===== src/rtl/multi_switch_debounce.sv =====
// multi_switch_debounce: per-channel 2-flop sync + lockout/stable-wait debounce with rise/fall pulses; long-press hold pulses when DEBOUNCE_HOLD_EN is defined
module multi_switch_debounce #(
  parameter int   CHANNELS        = 4,
  parameter int   DEBOUNCE_CYCLES = 12000,
  parameter int   MODE            = 0,
  parameter logic INIT_VAL        = 1'b0,
  parameter int   HOLD_CYCLES     = 12000000
) (
  input  logic                clk,
  input  logic                rst,
  input  logic [CHANNELS-1:0] raw_in,
  output logic [CHANNELS-1:0] sw_out,
  output logic [CHANNELS-1:0] rise,
  output logic [CHANNELS-1:0] fall,
  output logic [CHANNELS-1:0] hold
);
  localparam int CW = $clog2(DEBOUNCE_CYCLES + 1);
  localparam logic [CW-1:0] LAST = CW'(DEBOUNCE_CYCLES - 1);
  logic [CHANNELS-1:0] s1, s2;
  always_ff @(posedge clk or posedge rst)
    if (rst) begin
      s1 <= {CHANNELS{INIT_VAL}};
      s2 <= {CHANNELS{INIT_VAL}};
    end else begin
      s1 <= raw_in;
      s2 <= s1;
    end
  for (genvar i = 0; i < CHANNELS; i++) begin : g_ch
    logic [CW-1:0] cnt;
    logic q, r, f, take;
    if (MODE == 0) begin : g_lock
      localparam logic [0:0] ARMED = 1'b0, LOCKED = 1'b1;
      logic [0:0] state;
      assign take = state == ARMED && s2[i] != q;
      // re-arm one cycle after the window ends, so accepted edges are DEBOUNCE_CYCLES+1 apart
      always_ff @(posedge clk or posedge rst)
        if (rst) begin
          cnt   <= '0;
          state <= ARMED;
        end else if (take) begin
          cnt   <= '0;
          state <= LOCKED;
        end else if (state == LOCKED) begin
          cnt   <= cnt == LAST ? '0 : cnt + 1'b1;
          state <= cnt == LAST ? ARMED : LOCKED;
        end
    end else begin : g_wait
      assign take = s2[i] != q && cnt == LAST;
      always_ff @(posedge clk or posedge rst)
        if (rst) cnt <= '0;
        else     cnt <= (s2[i] == q || take) ? '0 : cnt + 1'b1;
    end
    always_ff @(posedge clk or posedge rst)
      if (rst) begin
        q <= INIT_VAL;
        r <= 1'b0;
        f <= 1'b0;
      end else begin
        q <= take ? s2[i] : q;
        r <= take & s2[i];
        f <= take & ~s2[i];
      end
    assign sw_out[i] = q;
    assign rise[i]   = r;
    assign fall[i]   = f;
`ifdef DEBOUNCE_HOLD_EN
    localparam int HW = $clog2(HOLD_CYCLES + 1);
    localparam logic [HW-1:0] HLAST = HW'(HOLD_CYCLES - 1);
    logic [HW-1:0] hc;
    logic h;
    // counter parks one past the threshold so the pulse fires once per press
    always_ff @(posedge clk or posedge rst)
      if (rst) begin
        hc <= '0;
        h  <= 1'b0;
      end else begin
        h  <= q && !take && hc == HLAST;
        hc <= !q ? '0 : hc == HLAST + 1'b1 ? hc : hc + 1'b1;
      end
    assign hold[i] = h;
`else
    assign hold[i] = 1'b0;
`endif
  end
`ifndef DEBOUNCE_HOLD_EN
  logic unused_hold_cfg;
  assign unused_hold_cfg = ^HOLD_CYCLES;
`endif
endmodule


===== config.mk =====
export PLATFORM = sky130hd
export DESIGN_NAME = multi_switch_debounce
export DESIGN_NICKNAME = d
export VERILOG_FILES = /design/src/rtl/multi_switch_debounce.sv
export SDC_FILE = /design/constraint.sdc
export NUM_CORES = 1
export LEC_CHECK = 0
export BUFFER_PORTS_ARGS = -buffer_cell sky130_fd_sc_hd__buf_2
export CAP_MARGIN = 20
export CORE_MARGIN = 3
export CORE_UTILIZATION = 55
export CTS_BUF_LIST = sky130_fd_sc_hd__clkbuf_16
export DETAILED_ROUTE_END_ITERATION = 8
export PLACE_DENSITY = 0.77
export REMOVE_ABC_BUFFERS = 1
export SLEW_MARGIN = 40
export SYNTH_ARGS = -nofsm -noshare
export SYNTH_HDL_FRONTEND = slang
export SYNTH_SLANG_ARGS = --single-unit

===== constraint.sdc =====
create_clock -name clk -period 3.1 [get_ports clk]
set_input_delay 0.31 -clock clk [delete_from_list [all_inputs] [get_ports clk]]
set_output_delay 0.31 -clock clk [all_outputs]
set_load 0.005 [all_outputs]

==> impl_metrics.json <==
{
  "outcome": "completed",
  "placed_cell_area_mm2": 0.00419,
  "finalPower_mw": 3.37,
  "clk_pin_slew_ps": 60,
  "dieArea_mm2": 0.00858,
  "synth-seq-area-share_pct": 48.5,
  "ff_latch_area_mm2": 0.00200,
  "final_max_slew_viol_count": 0,
  "num-fill-cells": 584,
  "routed_via_density": 5.96,
  "cts.sinks": 80,
  "final_nets": 450,
  "clockBufferDepth": 2,
  "slew_headroom_pct": 52.9,
  "grt-ovfl-total": 0,
  "cts_root_buf": "clkbuf_16",
  "post-cts-setup-buffer-count": 0,
  "syn2layout_area_growth_pct": 9.33,
  "cts_resized": 0,
  "finalCritPeriodShare_pct": 69.2,
  "setup_tns_ps": 0,
  "worstPathArrival_ps": 2340,
  "critPathKind": "flop to flop",
  "p_leak_nw": 2.04,
  "critPathMaxFanout": 9,
  "die_w_um": 92.6,
  "dr.pass1.iters": 5,
  "end_kind": "flop",
  "grt_pass1_wl_um": 14000,
  "finalWirelength_um": 8030,
  "rsz0062_at_grt": "no",
  "netlist_area_mm2": 0.00413,
  "cap_viol_max_count": 0,
  "tritoncts": "yes",
  "final_area_mm2": 0.00451,
  "synthDistinctLibCells": 53,
  "ios": 22,
  "drive_above_1_share_pct": 10.2,
  "synth.top_cell.area_share_pct": 48.5,
  "yosys-top-cells-area": "dfrtp_1, nand2_1, nand3_1, o21ai_0, buf_4",
  "hold_viol": 0,
  "syn_inst": 430,
  "cts_buffers": 9,
  "wl_per_cell_um": 15.0,
  "route.vias.total": 3192,
  "multiInputGateArea_mm2": 0.00191,
  "hp-class": "input port to async pin",
  "fin_util_pct": 64.3,
  "die_h_um": 92.6,
  "antenna_found_initial": 0,
  "grt_usage_pct": 20.0,
  "syn_avg_cell_area_um2": 9.60,
  "clock_insertion_delay_worst_skew_ps": 320,
  "place_congestion": 0.859,
  "dpl.hpwl_um": 5350,
  "worst_pin_slew_ps": 699,
  "antenna-diode-count": 0,
  "grt_pass1_vias": 3109,
  "setup_violations": 0,
  "netlist.top_cell.by_area": "dfrtp_1",
  "initial_utilization_pct": 58.8,
  "rows": 30,
  "core_region_area_mm2": 0.00702,
  "htree_levels": 3,
  "power.density_mw_per_mm2": 747,
  "synth_seq_cells": 80,
  "start_kind": "flop",
  "drt-initial-drc-count": 133,
  "hold_buffers": 0,
  "ys_warn_count": 0,
  "crit_required_ps": 3290,
  "port_buffers": 17,
  "detail-route-antenna-nets": 0,
  "vdd_drop_max_uv": 571,
  "fin_crit_ps": 2150,
  "skew_ps": 5.82,
  "grt_max_degree": 40,
  "route.detailed.drc": 0,
  "max_freq_mhz": 466
}
==> worst paths after layout <==
check                                               to  cells past startpoint  slack, ps                        from
setup reg to reg           g_ch[1].cnt[12]$_DFFE_PP0P_                      5        950  g_ch[1].cnt[0]$_DFFE_PP0P_
max in group asynchronous              s2[1]$_DFF_PP0_                      3       2310                         rst
hold reg to reg                        s2[1]$_DFF_PP0_                      0        350             s1[1]$_DFF_PP0_
hold / removal             g_ch[2].cnt[10]$_DFFE_PP0P_                      2         50                         rst
min in group clk                       s1[2]$_DFF_PP0_                      1         90                   raw_in[2]
setup / recovery           g_ch[1].cnt[12]$_DFFE_PP0P_                      5        950  g_ch[1].cnt[0]$_DFFE_PP0P_
==> layout make-up <==
type / instances / share of cell area, %
Clock buffer: 9 / 4.99
Clock inverter: 6 / 1.69
Inverter: 21 / 1.77
Multi-Input combinational cell: 305 / 42.3
Sequential cell: 80 / 44.3
Tap cell: 96 / 2.66
Timing Repair Buffer: 19 / 2.22
==> placed cells by master (no fill, tap or decap), types with 6 or more instances in the layout <==
| master | instances |
|---|---|
| a21oi_1 | 17 |
| and2_1 | 6 |
| buf_2 | 17 |
| clkbuf_16 | 9 |
| dfrtp_1 | 80 |
| ha_1 | 8 |
| inv_1 | 21 |
| nand2_1 | 65 |
| nand3_1 | 33 |
| nand4_1 | 16 |
| nor2_1 | 8 |
| o21ai_0 | 30 |
| o22ai_1 | 9 |
| or3_1 | 11 |
| or4_1 | 9 |
| xnor2_1 | 6 |
| xor2_1 | 9 |
==> state kept, by name (all words and copies together) (netlist names) <==
name               flops
g_ch.cnt              56
g_ch.g_lock.state      4
g_ch.r                 4
s1                     4
s2                     4
g_ch.q                 4
g_ch.f                 4
==> synth_stat cells (all sizes together) <==
library cell and n:
o21ai 30, xor2 9, a21oi 17, o211a 1
nor4 3, nand4 16, and3 6, o41ai 4
nand4bb 2, and4b 1, nor3 3, a22o 6
o31ai 2, buf 16, o311ai 5, nand2 65
conb 1, o21bai 1, or4 9, mux2i 2
or3 11, nor3b 4, nand3 33, and2 8
o22ai 9, o211ai 5, a21o 5, nand4b 1
a22oi 1, a211o 1, inv 21, nor2 9
o41a 4, ha 8, dfrtp 80, nor2b 4
clkbuf 11, or4b 1, a31o 1, nand2b 4
and4 4, xnor2 6
==> critical path, cell delays in order, from the launching register on <==
cell      delay (ps)
dfrtp_1          420
ha_1             240
or4b_4           510
o41ai_4          590
or4_1            200
o211ai_1          70
==> kinds of logic (layout without fill, tap and decap cells) <==
group,Yosys count,count (layout),share of synthesized area (%)
other cells,1,4,0.0908
simple gates,184,184,23.6
mux,2,2,0.485
flops,80,80,48.5
fa+ha+maj,8,8,2.42
buf+inv,48,55,6.09
compound gates,92,92,15.6
xor+xnor,15,15,3.18
==> power breakdown <==
part | leakage (nW) | switching, mW | internal [mW]
clock network | 0.152 | 0.385 | 0.690
registers | 1.04 | 0.280 | 1.24
logic | 0.847 | 0.422 | 0.352
total | 2.04 | 1.09 | 2.28
==> routing by layer <==
layer  share of wire (%)  vias up  global-route usage (%)
met5                   0        -                       0
met4                0.90        0                    5.86
met3                 5.5        9                    5.61
met2                  48       93                    32.9
met1                  45     1538                    26.0
li1                    -     1552                       -
==> per-stage QoR <==
step	worst slack (ps)	hold slack, ps	instances
global placement	1020	332	521
finish	954	52.3	536
CTS	939	79.5	536
floorplan	738	331	406
global route	787	75.4	536
detailed placement	945	341	521
(Power assumes the default switching activity.)
